`config.mk`:
```
export PLATFORM = sky130hd
export DESIGN_NAME = i2c_rx_fifo_flat
export DESIGN_NICKNAME = d
export VERILOG_FILES = /design/src/rtl/i2c_rx_fifo_if.sv /design/src/rtl/i2c_rx_fifo.sv /design/src/flat_wrapper.sv
export SDC_FILE = /design/constraint.sdc
export NUM_CORES = 1
export LEC_CHECK = 0
export BUFFER_PORTS_ARGS = -buffer_cell sky130_fd_sc_hd__buf_2
export CAP_MARGIN = 40
export CORE_ASPECT_RATIO = 0.6
export CORE_UTILIZATION = 40
export DETAILED_ROUTE_END_ITERATION = 16
export SYNTH_ARGS = -nofsm -noshare
export SYNTH_HDL_FRONTEND = slang
export SYNTH_SLANG_ARGS = --single-unit
```
`constraint.sdc`:
```
create_clock -name PCLK -period 3.1 [get_ports PCLK]
set_clock_uncertainty 0.2 [all_clocks]
set_input_delay 0 -clock PCLK [delete_from_list [all_inputs] [get_ports PCLK]]
set_output_delay 0 -clock PCLK [all_outputs]
set_load 0.02 [all_outputs]
```
`src/rtl/i2c_rx_fifo_if.sv`:
```
// Bus between the RX byte FIFO and its two clients: I2C deserializer (push) and APB register block (pop/status).
// Optional almost_full signal is present only when RX_FIFO_ALMOST_FULL_EN is defined.
interface i2c_rx_fifo_if #(
  parameter int DATA_WIDTH = 8,
  parameter int ADDR_WIDTH = 3
);
  logic                  wr_en;
  logic [DATA_WIDTH-1:0] wr_data;
  logic                  rd_en;
  logic [DATA_WIDTH-1:0] rd_data;
  logic                  rd_valid;
  logic                  flush;
  logic                  clr_flags;
  logic                  full;
  logic                  empty;
  logic [ADDR_WIDTH:0]   count;
  logic                  overflow;
  logic                  underflow;
`ifdef RX_FIFO_ALMOST_FULL_EN
  logic                  almost_full;
`endif

  modport master (
    output wr_en, wr_data, rd_en, flush, clr_flags,
    input  rd_data, rd_valid, full, empty, count, overflow, underflow
`ifdef RX_FIFO_ALMOST_FULL_EN
    , input almost_full
`endif
  );

  modport slave (
    input  wr_en, wr_data, rd_en, flush, clr_flags,
    output rd_data, rd_valid, full, empty, count, overflow, underflow
`ifdef RX_FIFO_ALMOST_FULL_EN
    , output almost_full
`endif
  );
endinterface

```
`src/rtl/i2c_rx_fifo.sv`:
```
// I2C receive byte FIFO in the PCLK domain with registered pop data and sticky error flags.
// Define RX_FIFO_ALMOST_FULL_EN to add the AFULL_LEVEL parameter and almost_full output.
module i2c_rx_fifo #(
  parameter int DATA_WIDTH  = 8,
  parameter int DEPTH       = 8,
  parameter int ADDR_WIDTH  = 3
`ifdef RX_FIFO_ALMOST_FULL_EN
  , parameter int AFULL_LEVEL = DEPTH - 2
`endif
) (
  input logic          PCLK,
  input logic          PRESETn,
  i2c_rx_fifo_if.slave bus
);

  localparam logic [ADDR_WIDTH:0] DEPTH_CNT = (ADDR_WIDTH+1)'(DEPTH);

  logic [DATA_WIDTH-1:0] mem [DEPTH];

  logic [ADDR_WIDTH-1:0] wr_ptr_reg;
  logic [ADDR_WIDTH-1:0] rd_ptr_reg;
  logic [ADDR_WIDTH:0]   count_reg;
  logic [ADDR_WIDTH:0]   count_next;
  logic [DATA_WIDTH-1:0] rd_data_reg;
  logic                  rd_valid_reg;
  logic                  overflow_reg;
  logic                  underflow_reg;

  logic full_w;
  logic empty_w;
  logic push_ok;
  logic pop_ok;
  logic ovf_evt;
  logic unf_evt;

  assign full_w  = (count_reg == DEPTH_CNT);
  assign empty_w = (count_reg == '0);

  // A pop frees the slot a push into a full FIFO lands in, so rd_en unblocks a full write.
  assign push_ok = bus.wr_en && (!full_w || bus.rd_en) && !bus.flush;
  assign pop_ok  = bus.rd_en && !empty_w && !bus.flush;
  assign ovf_evt = bus.wr_en && full_w && !bus.rd_en && !bus.flush;
  assign unf_evt = bus.rd_en && empty_w && !bus.flush;

  always_comb begin
    count_next = count_reg;
    if (bus.flush) begin
      count_next = '0;
    end else if (push_ok && !pop_ok) begin
      count_next = count_reg + 1'b1;
    end else if (pop_ok && !push_ok) begin
      count_next = count_reg - 1'b1;
    end
  end

  // Storage array kept free of reset so it maps onto block RAM.
  always_ff @(posedge PCLK) begin
    if (push_ok) begin
      mem[wr_ptr_reg] <= bus.wr_data;
    end
  end

  always_ff @(posedge PCLK or negedge PRESETn) begin
    if (!PRESETn) begin
      wr_ptr_reg    <= '0;
      rd_ptr_reg    <= '0;
      count_reg     <= '0;
      rd_data_reg   <= '0;
      rd_valid_reg  <= 1'b0;
      overflow_reg  <= 1'b0;
      underflow_reg <= 1'b0;
    end else begin
      count_reg    <= count_next;
      rd_valid_reg <= pop_ok;

      if (bus.flush) begin
        wr_ptr_reg <= '0;
        rd_ptr_reg <= '0;
      end else begin
        if (push_ok) begin
          wr_ptr_reg <= wr_ptr_reg + 1'b1;
        end
        if (pop_ok) begin
          rd_ptr_reg  <= rd_ptr_reg + 1'b1;
          rd_data_reg <= mem[rd_ptr_reg];
        end
      end

      // A new error in the same cycle as clr_flags keeps the flag set.
      if (ovf_evt) begin
        overflow_reg <= 1'b1;
      end else if (bus.clr_flags) begin
        overflow_reg <= 1'b0;
      end

      if (unf_evt) begin
        underflow_reg <= 1'b1;
      end else if (bus.clr_flags) begin
        underflow_reg <= 1'b0;
      end
    end
  end

  assign bus.rd_data   = rd_data_reg;
  assign bus.rd_valid  = rd_valid_reg;
  assign bus.full      = full_w;
  assign bus.empty     = empty_w;
  assign bus.count     = count_reg;
  assign bus.overflow  = overflow_reg;
  assign bus.underflow = underflow_reg;

`ifdef RX_FIFO_ALMOST_FULL_EN
  localparam logic [ADDR_WIDTH:0] AFULL_CNT = (ADDR_WIDTH+1)'(AFULL_LEVEL);
  assign bus.almost_full = (count_reg >= AFULL_CNT);
`endif

endmodule
```
`src/flat_wrapper.sv`:
```
// flat-port wrapper written by rule: the top's interface ports become plain ports
module i2c_rx_fifo_flat 
#(
  parameter int DATA_WIDTH  = 8,
  parameter int DEPTH       = 8,
  parameter int ADDR_WIDTH  = 3

)
  (PCLK, PRESETn, bus_wr_en, bus_wr_data, bus_rd_en, bus_flush, bus_clr_flags, bus_rd_data, bus_rd_valid, bus_full, bus_empty, bus_count, bus_overflow, bus_underflow);
  i2c_rx_fifo_if #(.DATA_WIDTH(DATA_WIDTH), .ADDR_WIDTH(ADDR_WIDTH)) bus_i ();
  input logic PCLK;
  input logic PRESETn;
  input wire logic [$bits(bus_i.wr_en)-1:0] bus_wr_en;
  input wire logic [$bits(bus_i.wr_data)-1:0] bus_wr_data;
  input wire logic [$bits(bus_i.rd_en)-1:0] bus_rd_en;
  input wire logic [$bits(bus_i.flush)-1:0] bus_flush;
  input wire logic [$bits(bus_i.clr_flags)-1:0] bus_clr_flags;
  output wire logic [$bits(bus_i.rd_data)-1:0] bus_rd_data;
  output wire logic [$bits(bus_i.rd_valid)-1:0] bus_rd_valid;
  output wire logic [$bits(bus_i.full)-1:0] bus_full;
  output wire logic [$bits(bus_i.empty)-1:0] bus_empty;
  output wire logic [$bits(bus_i.count)-1:0] bus_count;
  output wire logic [$bits(bus_i.overflow)-1:0] bus_overflow;
  output wire logic [$bits(bus_i.underflow)-1:0] bus_underflow;
  assign bus_i.wr_en = bus_wr_en;
  assign bus_i.wr_data = bus_wr_data;
  assign bus_i.rd_en = bus_rd_en;
  assign bus_i.flush = bus_flush;
  assign bus_i.clr_flags = bus_clr_flags;
  assign bus_rd_data = bus_i.rd_data;
  assign bus_rd_valid = bus_i.rd_valid;
  assign bus_full = bus_i.full;
  assign bus_empty = bus_i.empty;
  assign bus_count = bus_i.count;
  assign bus_overflow = bus_i.overflow;
  assign bus_underflow = bus_i.underflow;
  i2c_rx_fifo #(.DATA_WIDTH(DATA_WIDTH), .DEPTH(DEPTH), .ADDR_WIDTH(ADDR_WIDTH)) u_core (.PCLK(PCLK), .PRESETn(PRESETn), .bus(bus_i));
endmodule
```
After elaboration in Yosys (flattened, before gate mapping)
Memory sizes are Yosys's and may differ from the RTL's. A register that Yosys moved wholly into a read port is not among the register bits.
Cells that the tools add are included.
W data, S select, Z words.
{"block": "totals", "register_bits": 13, "mem_bits_rw": 64, "in_bits": 14, "output_inout_bits": 17, "word_cells": 51, "memories": 1}
{"block": "op_classes", "add_sub_neg": 4, "n_eq_ne": 1, "mux": 12, "n_bitwise": 1, "n_reduce_logical": 26}
{"name": "u_core.mem", "words": 8, "width": 8, "read_ports": 1, "rd_clocked_by_memory_dff": 1, "write_ports": 1, "line_no": "i2c_rx_fifo.sv:18", "source": "logic [DATA_WIDTH-1:0] mem [DEPTH];"}
{"cell": "$mux W3", "n": 4}
{"cell": "$mux W4", "n": 3}
{"cell": "$logic_and A1 B1 Y1", "n": 11}
{"cell": "$reduce_bool A2 Y1", "n": 4}
{"cell": "$logic_not A1 Y1", "n": 7}
{"cell": "$add A3 B1 Y3 const B", "n": 2}
{"cell": "$mux W1", "n": 5}
{"cell": "$add A4 B1 Y4 const B", "n": 1}
{"cell": "$eq A4 B4 Y1 const B", "n": 1}
{"cell": "$logic_not A4 Y1", "n": 1}
{"cell": "$sub A4 B1 Y4 const B", "n": 1}
{"cell": "$reduce_bool A3 Y1", "n": 1}
{"cell": "$reduce_and A2 Y1", "n": 1}
{"cell": "$logic_or A1 B1 Y1", "n": 1}
{"cell": "$not A1 Y1", "n": 1}

Depth between registers and ports, before layout
{"block": "logic_depth", "word_depth": 10, "depth_mapped": 9, "depth_no_buf": 8}

Worst setup path before layout
Ideal clock, no wire load.
{"block": "synth_path", "path_kind": "reg-to-reg", "start": "reg u_core.count_reg[1], in the netlist u_core.bus.count[1]", "end": "reg u_core.count_reg[3], in the netlist u_core.bus.count[3]", "setup_time_ns": 0.136, "t_arrival_ns": 2.467, "t_required_ns": 2.764, "setup_slack_ns": 0.297, "path_stages_with_launch": 10, "synth_period_minus_slack_ns": 2.803, "path_cell_list": "dfrtp_1 or4b_1 buf_2 o211ai_2 or2_1 ha_1 a211oi_1 o21ai_0 a31oi_1 a21oi_1"}
{"block": "synth_between", "elab_chain_len": 8, "word_cells_on_any_way": 19, "classes_between": "add/sub: 2; eq/ne: 1; mux: 3; reduce/logical: 13"}
{"element": "start, declared", "line_no": "i2c_rx_fifo.sv:22", "source": "logic [ADDR_WIDTH:0] count_reg;"}
{"element": "start signal, assigned", "line_no": "i2c_rx_fifo.sv:73", "source": "count_reg <= count_next;"}
{"element": "parallel branches: the longest is 8 deep, another holds $sub A4 B1 Y4"}
Several ways; the timed one is not identified. The select of a mux whose other input is x is not followed.
A chain may end at the register's enable or synchronous reset.

Final worst setup path
{"block": "layout_path", "start": "reg u_core.count_reg[0], in the netlist u_core.bus.count[0]", "end": "reg u_core.count_reg[3], in the netlist u_core.bus.count[3]"}
Same word-level chain as after synthesis.

==> metrics <==
outcome finished clean; main combinational cell family by area after synthesis multiplexers; share of layout cells above drive strength 1 0.284; cells along the critical path or4b_1 > o211ai_2 > or2_1 > ha_1 > a211oi_2 > o211ai_1 > a21o_1 > a21oi_1; full die area 0.00923 mm²; vias in the first global route between 1500 and 2000; worst min-delay path class input port to flop; syn nets 234; initial antenna violation count 0; fin crit period ~2.8 ns; simple-gate share of the synthesized area 0.0662; GRT Util Overall 0.174; worst-path maximum fanout 8; H-tree Lvls 3; Ports 31; initial cell density of the core 0.413; FF+latch count, synth 85; Async SR Flop Fraction 0.247; drt first pass iters 6; synthesized area 0.00354 mm²; DRT Wirelength 7.03 mm; Setup CP Type flop to flop; chip width 123 µm; Synth Area in XOR/XNOR 0.0173; clock buffer depth 2; # setup viols final 0; fmax 0.359 GHz; Ys Warns 0; average instance area after synthesis between 15 and 20 µm²; pin slew with the least headroom to its limit 0.827 ns; Yosys cell types 41; CP required 3.16 ns; Post-DP HPWL 4.49 mm; row count 26; sequential element share of the synthesized area 0.692; Post-synth EDFFs 64; Yosys top cell area share 0.544; Max-Cap Viols 0; Die Ht 74.8 µm; worst rel slew slack 0.444; Final Power 3480 µW; Critical Path Sink Type flop; P_leak 0.00160 µW; # DRC 0; routability cong. 0.811; grt ovf 0; largest area contributor in the netlist edfxtp_1; crit path max-delay cell type or4b_1; setup TNS 0 ns; Synth Area in Compound Gates 0.0556; # diodes 0; core area between 0.008 and 0.009 mm²; port bufs 30; largest net degree at the start of global routing 22; slowest stage delay, CP 0.60 ns; vias 2021; RSZ-0062 raised after global routing false; Post-CTS Setup Bufs 0; multiplexer share of the synthesized area 0.127; Nets 296; clk root buf clkbuf_16; Pwr Density roughly 800 mW/mm²; CTS Sinks 85; Largest register FFs 64; Cells after Synth 215; Synth Area in Adders 0.0198; post-route ant nets 0; type of origin of the critical path flop; Wirelength per Cell 17.8 µm; first-iteration detailed-routing DRC count 176; Vias per Instance 5.13; Worst-Skew Late Latency roughly 0.34 ns; TritonCTS buffer count 9; maximum vdd ir drop 0.309 mV; Fin. Hold Viols 0; Slew Limit Fails 0; clk slew on worst S/H paths 0.06 ns; first-pass GRT wire length about 11 mm; ys flop type edfxtp_1; part of the cycle the worst path needs 0.899; Critical Path AT between 2 and 3 ns; CTS tree built; Area growth, synth to finish 23.8%; top post-synthesis cells by area edfxtp_1 (54%), dfrtp_1 (15%), mux4_2 (10%)
==> cell type report <==
class / count / area [µm²]
fillers: 735 / 4180
inverters: 8 / 30.0
well taps: 112 / 140
flip-flops and latches: 85 / 2450
clock inverters: 1 / 30.0
repair buffers: 61 / 443
multi-input cells: 112 / 1030
clock buffers: 15 / 258
==> critical path: cells and delay by family, from the launching register on <==
kind            cells  cell delay [ns]
fa+ha+maj           1             0.26
simple gates        2             0.79
compound gates      5             0.98
flops               1             0.50
==> cells in the final DEF (no fill, tap or decap), drive strengths merged, types with 7 or more instances in the layout <==
master       Yosys  layout
nor2            18      18
mux2i            9       9
mux4            16      16
edfxtp          64      64
dfrtp           21      21
a21oi           13      13
dlygate4sd3      0      16
nand2            7       7
inv              8       8
clkbuf           3      15
buf              7      45
==> Yosys cell counts (2+ instances only) <==
| library cell | count |
|---|---|
| a21o_1 | 2 |
| a21oi_1 | 13 |
| buf_1 | 3 |
| buf_2 | 3 |
| clkbuf_1 | 2 |
| dfrtp_1 | 21 |
| edfxtp_1 | 64 |
| ha_1 | 4 |
| inv_1 | 7 |
| mux2i_1 | 9 |
| mux4_2 | 16 |
| nand2_1 | 7 |
| nand2b_1 | 3 |
| nand3_1 | 3 |
| nor2_1 | 17 |
| nor3_1 | 6 |
| o211ai_1 | 2 |
| o211ai_2 | 2 |
| or3_1 | 4 |
| xnor2_1 | 2 |
| xor2_1 | 5 |
==> cell families (layout without fill, tap and decap cells) <==
kind of cell	Yosys count	in the layout
xor gates and xnor gates	7	7
DFF	85	85
adders and majority gates	5	5
muxes	25	25
AOI/OAI and AO/OA	28	28
and+or+nand+nor	47	47
buffers and inverters	18	85
==> per-layer routing <==
metal	track usage	up-vias	share of wire
li1	-	953	-
met1	0.247	1007	0.50
met2	0.250	52	0.42
met3	0.0682	9	0.070
met4	0.0482	0	0.010
met5	0	-	0
==> worst paths after layout <==
path,startpoint,end,slack (ns),cells after the start
worst min-delay path,bus_clr_flags,u_core.bus.underflow,0.22,3
worst max register to register,u_core.bus.count[0],u_core.bus.count[3],0.31,8
max in group asynchronous,PRESETn,u_core.bus.rd_data[7],1.82,4
worst min register to register,u_core.bus.rd_data[5],u_core.bus.rd_data[5],0.32,2
min in group asynchronous,PRESETn,u_core.bus.rd_data[1],0.45,3
worst max-delay path,u_core.bus.count[0],u_core.bus.count[3],0.31,8
==> per-stage QoR <==
stage / hold slack [ns] / utilization / setup slack [ns] / cell area [µm²] / instances
after CTS: 0.198 / 0.506 / 0.194 / 4330 / 393
after global routing: 0.222 / 0.512 / 0.118 / 4380 / 394
after detailed placement: -0.194 / 0.454 / 0.207 / 3880 / 361
after global placement: -0.192 / 0.454 / 0.320 / 3880 / 361
final: 0.218 / 0.512 / 0.313 / 4380 / 394
after floorplan: -0.496 / - / 0.297 / 3540 / 215
==> where the power goes <==
group          internal, µW  switching (µW)  total, µW
clock network           648             396       1040
logic                   443             519        962
registers              1340             133       1470
total                  2430            1050       3480
==> what timing repair did <==
item                       CTS  global route
hold endpoints to repair    97             0
hold buffers                16             0
resized for setup            0             2
setup endpoints to repair    0             1
Power figures use the tool's default switching activity.
